===== config.mk =====
export PLATFORM = sky130hd
export DESIGN_NAME = serializer_with_stuffing
export DESIGN_NICKNAME = d
export VERILOG_FILES = /design/src/rtl/serializer_with_stuffing.sv
export SDC_FILE = /design/constraint.sdc
export NUM_CORES = 1
export LEC_CHECK = 0
export ABC_AREA = 1
export BUFFER_PORTS_ARGS = -buffer_cell sky130_fd_sc_hd__clkbuf_2
export CAP_MARGIN = 40
export CORE_MARGIN = 2
export CORE_UTILIZATION = 40
export CTS_CLUSTER_SIZE = 24
export DETAILED_ROUTE_END_ITERATION = 6
export HOLD_SLACK_MARGIN = 0.1
export PLACE_DENSITY_LB_ADDON = 0.2
export SYNTH_ARGS = -nofsm -noshare
export SYNTH_HDL_FRONTEND = slang
export SYNTH_SLANG_ARGS = --single-unit

===== constraint.sdc =====
create_clock -name clk -period 3.2 [get_ports clk]
set_clock_uncertainty 0.1 [all_clocks]
set_input_delay 0.16 -clock clk [delete_from_list [all_inputs] [get_ports clk]]
set_output_delay 0.16 -clock clk [all_outputs]
set_load 0.01 [all_outputs]

===== src/rtl/serializer_with_stuffing.sv =====
// Parallel-to-serial front end, MSB first, alternating idle pattern between words.
// Define SERIALIZER_STUFF_EN to insert a complementary stuff bit after RUN_LEN identical bits.
module serializer_with_stuffing #(
  parameter int WIDTH   = 8,
  parameter int RUN_LEN = 3
) (
  input  logic             clk,
  input  logic             reset,
  input  logic [WIDTH-1:0] din,
  input  logic             din_valid,
  output logic             din_ready,
  output logic             w,
  output logic             w_valid,
  output logic             stuff
);

`ifdef SERIALIZER_STUFF_EN
  localparam logic STUFF_EN = 1'b1;
`else
  localparam logic STUFF_EN = 1'b0;
`endif

  localparam int CW = $clog2(WIDTH);
  localparam int RW = $clog2(RUN_LEN + 1);
  localparam logic [CW-1:0] CNT_LAST = CW'(WIDTH - 1);
  localparam logic [CW-1:0] CNT_ONE  = CW'(1);
  localparam logic [RW-1:0] RUN_MAX  = RW'(RUN_LEN);
  localparam logic [RW-1:0] RUN_ONE  = RW'(1);

  typedef enum logic [1:0] {SLOT_IDLE, SLOT_STUFF, SLOT_SHIFT, SLOT_LOAD} slot_e;

  logic [WIDTH-1:0] shreg, nxt_shreg;
  logic [CW-1:0]    bit_cnt, nxt_bit_cnt;
  logic [RW-1:0]    run_cnt, nxt_run_cnt;
  logic             last_bit, nxt_bit;
  logic             nxt_w_valid, nxt_stuff, stuff_q;
  logic             stuff_due;
  slot_e            slot;

  assign stuff_due = STUFF_EN && (run_cnt == RUN_MAX);
  assign din_ready = (bit_cnt == '0) && !stuff_due;
  assign stuff     = STUFF_EN & stuff_q;

  always_comb begin
    if (stuff_due)                   slot = SLOT_STUFF;
    else if (bit_cnt != '0)          slot = SLOT_SHIFT;
    else if (din_valid && din_ready) slot = SLOT_LOAD;
    else                             slot = SLOT_IDLE;
  end

  always_comb begin
    nxt_shreg   = shreg;
    nxt_bit_cnt = bit_cnt;
    nxt_bit     = ~last_bit;
    nxt_w_valid = 1'b0;
    nxt_stuff   = 1'b0;
    case (slot)
      SLOT_STUFF: nxt_stuff = 1'b1;
      SLOT_SHIFT: begin
        nxt_bit     = shreg[WIDTH-1];
        nxt_w_valid = 1'b1;
        nxt_shreg   = {shreg[WIDTH-2:0], 1'b0};
        nxt_bit_cnt = bit_cnt - CNT_ONE;
      end
      SLOT_LOAD: begin
        nxt_bit     = din[WIDTH-1];
        nxt_w_valid = 1'b1;
        nxt_shreg   = {din[WIDTH-2:0], 1'b0};
        nxt_bit_cnt = CNT_LAST;
      end
      default: ;
    endcase
    // Idle and stuff bits always flip the line, so only data bits can extend a run.
    if (nxt_bit == last_bit)
      nxt_run_cnt = (run_cnt == RUN_MAX) ? RUN_MAX : run_cnt + RUN_ONE;
    else
      nxt_run_cnt = RUN_ONE;
  end

  always_ff @(posedge clk or posedge reset) begin
    if (reset) begin
      shreg    <= '0;
      bit_cnt  <= '0;
      run_cnt  <= RUN_ONE;
      last_bit <= 1'b0;
      w        <= 1'b0;
      w_valid  <= 1'b0;
      stuff_q  <= 1'b0;
    end else begin
      shreg    <= nxt_shreg;
      bit_cnt  <= nxt_bit_cnt;
      run_cnt  <= nxt_run_cnt;
      last_bit <= nxt_bit;
      w        <= nxt_bit;
      w_valid  <= nxt_w_valid;
      stuff_q  <= nxt_stuff;
    end
  end

endmodule


; Word-level counts from Yosys, hierarchy flattened
; Cells that the tools add are included.
[classes]
mux = 6
n_bitwise = 1
n_eq_ne = 2
reduce_logical = 5
addsub = 1
[ops]
columns = operator, count
row1 = one-hot mux 8 bit (2 select lines), 1
row2 = one-hot mux 3 bit (2 select lines), 1
row3 = == test 2 bit (second input constant), 2
row4 = two-way mux 2 bit, 2
row5 = zero test 3 bit, 1
row6 = nonzero test 3 bit, 1
row7 = subtractor 3 x 1 -> 3 bit (second input constant), 1
row8 = one-hot mux 1 bit (2 select lines), 1
row9 = nonzero test 2 bit, 1
row10 = OR reduction 2 bit, 1
row11 = logical AND 1 bit, 1
row12 = two-way mux 1 bit, 1
row13 = NOT 1 bit, 1
[totals]
regBits = 13
out_inout_bits = 4
word_cells = 19

; Logic depth before layout (Yosys ltp)
[depth]
word_depth = 7
ltp_mapped = 8
ltp_nobuf = 7

; Worst setup path before layout
; Ideal clock, no wire load.
[synth_path]
path_type = register -> register
startpoint = register bit_cnt[0]
endpoint = register last_bit
synth_period_minus_slack_ps = 1268
arrival_time_ps = 1099
setup_slack_ps = 1932
setup_ps = 69
path_buffers = 2
t_required_ps = 3031
path_stages_with_launch = 9
cell_sequence = dfrtp_1 -> inv_1 -> ha_1 -> buf_6 -> inv_4 -> nor2_4 -> buf_6 -> nand3_1 -> nand3_1
[synth_between]
elab_chain_len = 6
elab_cells_between_ends = 8
classes_between = 2 x eq/ne / 3 x mux / 3 x reduce/logical
[synth_rtl]
columns = element, line_no
row1 = start: declaration, 33  ; logic [CW-1:0] bit_cnt, nxt_bit_cnt;
row2 = start signal: assignment, 91  ; bit_cnt <= nxt_bit_cnt;
row3 = zero test 3 bit (*), 41  ; assign din_ready = (bit_cnt == '0) && !stuff_due;
row4 = via din_ready, 11  ; output logic din_ready,
row5 = logical AND 1 bit (*), 47  ; else if (din_valid && din_ready) slot = SLOT_LOAD;
row6 = two-way mux 2 bit (*), 47
row7 = two-way mux 2 bit (*), 46  ; else if (bit_cnt != '0) slot = SLOT_SHIFT;
row8 = == test 2 bit, 57  ; case (slot)
row9 = one-hot mux 1 bit (2 select lines) (*), 57
row10 = via nxt_bit, 35  ; logic last_bit, nxt_bit;
row11 = end signal: assignment, 93  ; last_bit <= nxt_bit;
row12 = end: declaration, 35
; The timed path passes the listed nets; every way through them passes the cells marked *.
; A chain may end at the register's enable or synchronous reset.

; Worst setup path after layout
[layout_path]
startpoint = register bit_cnt[0]
endpoint = output din_ready
[layout_between]
elab_chain_len = 1
[layout_rtl]
columns = element, line_no
row1 = zero test 3 bit, 41
row2 = end: declaration, 11
; Every way passes these cells.

==> flow_summary.ini <==
[status]
status = finished, final reports clean

[synthesis]
yosysWarnings = 0
synthTopCellsByArea = dfrtp_1 (46%), nand3_1 (11%), nand2_1 (11%), nand4_1 (6.6%), ha_1 (3.8%)
synthArstFlopShare = 1.00
synth_nets = 87
synth-edff-count = 0
synth.distinct_cells = 16
yosysTopAreaCellShare = 0.455
yosysTopAreaCell = dfrtp_1
synth_cells = 74
synth_ff_type = dfrtp_1
netlist_area_um2 = 659
ys_seq_elements = 12
synthTopCellsByCount = nand2_1 (19), nand3_1 (15), dfrtp_1 (12)
yosysSeqAreaShare = 0.455
avgSynthCellArea_um2 = 8.91
yosysMostFrequentCell = nand2_1

[die]
start_util = 0.433
io_pins = 15
num_rows = 14
dieArea_um2 = 1990
coreArea_um2 = 1520
die_h_um = 44.6
die_w_um = 44.6

[hold_path]
hp-start = din_valid
hold_end = shreg[1]
whs_path_depth = 3
hp-class = primary input to flop

[sta]
timing.fmax_mhz = 517
layout_worst_path_cycle_share = 0.605
hold_violations = 0
rsz0062_at_grt = no
slew_viol_final = 0
min_period_ns = 1.93
tns_ns = 0
timing.hold.ws_ns = 0.178
finalSetupViolations = 0

[grt]
track_usage = 0.163
grt_max_degree = 13
grt_pass1_wl_um = 2210
grt_pass1_vias = 494
antenna_found_initial = 0
grt_overflow = 0

[route]
detail-route-antenna-nets = 0
via_count = 533
drt-initial-drc-count = 4
wire_per_inst_um = 11.7
firstDrtPassIters = 2
finalWirelength_um = 1310
drc = 0
via_per_inst = 4.76

[final_layout]
layout.nets = 110
area_delta_synth_final_pct = 26.8
drive_gt1_frac = 0.260
antenna_cells = 0
nFillCells = 147
final_cells = 112

[clocking]
cts_buffers = 3
path_clk_slew_ns = 0.08
clock_latency_ns = 0.28
root_buffer = clkbuf_4
cts_tree = built
cts_setup_buffers = 0
hold_buffers = 9
cts.path.max_buffers = 2
cts_resized = 0
cts.htree.levels = 1
cts_sinks = 12

[setup_path]
cp-end-kind = output pin
critPathKind = flop to output pin
cp_max_fo = 11
worstReg2RegEnd = bit_cnt[1]
cpPeakStageDelay_ns = 0.44
cp-start-kind = flop
critPathRequiredTime_ns = 2.94
critPathTopFamily = adder cells
path_depth = 5
r2r_cells = 7
cp_num_buf_inv = 3
rrSetupSlack_ns = 1.52
r2r_start = bit_cnt[0]
arrival_ns = 1.67
critPathSlowestCell = ha_1
cp_cell_sequence = inv_1 -> ha_1 -> inv_4 -> nor2_4 -> clkbuf_2

[power]
p_leak_nw = 0.435
power.density_nw_per_um2 = 743
p_total_uw = 621
vdd_drop_max_v = 0.000495

[placement]
gp_congestion = 0.766
port_buffers = 13
dp_hpwl_um = 900
dp.cells = 99

[run]
cap_violations = 0
-- layout by cell type, fill, tap and decap left out --
cell type | netlist | layout
dlygate4sd3_1 | 0 | 9
clkbuf_8 | 0 | 1
inv_1 | 6 | 6
ha_1 | 2 | 2
nand2_4 | 1 | 1
nand3_1 | 15 | 15
conb_1 | 1 | 1
nor2_4 | 2 | 2
nand4_1 | 7 | 7
inv_4 | 2 | 2
clkbuf_4 | 0 | 3
dfrtp_1 | 12 | 12
a21oi_2 | 1 | 1
bufinv_8 | 1 | 1
nand3_2 | 1 | 1
clkbuf_2 | 0 | 13
nand2_1 | 19 | 19
-- final cells by class --
type / instances / area, um2 / area share
Tap cell: 16 / 20.0 / 0.0240
Clock buffer: 4 / 36.3 / 0.0434
Multi-Input combinational cell: 49 / 272 / 0.325
Inverter: 9 / 52.6 / 0.0629
Timing Repair Buffer: 22 / 155 / 0.186
Sequential cell: 12 / 300 / 0.359
-- metrics by stage --
stage / area [um2] / utilization / worst slack (ns)
2_1_floorplan: 659 / - / 1.93
3_3_place_gp: 709 / 0.466 / 1.59
3_5_place_dp: 709 / 0.466 / 1.52
4_1_cts: 836 / 0.548 / 1.24
5_1_grt: 836 / 0.548 / 1.14
6_report: 836 / 0.548 / 1.27
-- worst min-delay path, delay by kind of cell --
| family | cells | cell delay [ns] |
|---|---|---|
| buffers and inverters | 1 | 0.20 |
| and+or+nand+nor | 2 | 0.16 |
-- cell families (layout without fill, tap and decap cells) --
family	count (synthesis)	after routing	share of synthesized area
buffers and inverters	13	35	0.133
AOI/OAI and AO/OA	1	1	0.0133
adders and majority gates	2	2	0.0379
other	1	1	0.00569
DFF	12	12	0.455
and+or+nand+nor	45	45	0.355
-- registers in the layout, indices dropped and copies added, names as in the netlist --
signal and cells:
bit_cnt 3, last_bit 1, shreg 7, w_valid 1
-- layer usage --
metal	routed length, um	track usage	share of wire
met1	667	0.216	0.51
met2	562	0.235	0.43
met3	63	0.0735	0.048
met4	11	0.0545	0.0084
met5	0	0	0
-- worst max path at each step --
stage                 end  slack [ns]  startpoint
6_report        din_ready        1.27  bit_cnt[0]
5_1_grt         din_ready        1.14  bit_cnt[0]
4_1_cts         din_ready        1.24  bit_cnt[0]
3_5_place_dp   bit_cnt[1]        1.52  bit_cnt[0]
3_3_place_gp   bit_cnt[1]        1.59  bit_cnt[0]
2_1_floorplan    last_bit        1.93  bit_cnt[0]
-- power by group --
| group | internal, mW | switching, mW | total [mW] | leakage (nW) |
|---|---|---|---|---|
| Sequential | 0.206 | 0.0357 | 0.242 | 0.152 |
| Combinational | 0.0973 | 0.161 | 0.258 | 0.262 |
| Clock | 0.0693 | 0.0521 | 0.121 | 0.0210 |
| Total | 0.373 | 0.248 | 0.621 | 0.435 |
Note: power is estimated with default switching activity, not from simulation.
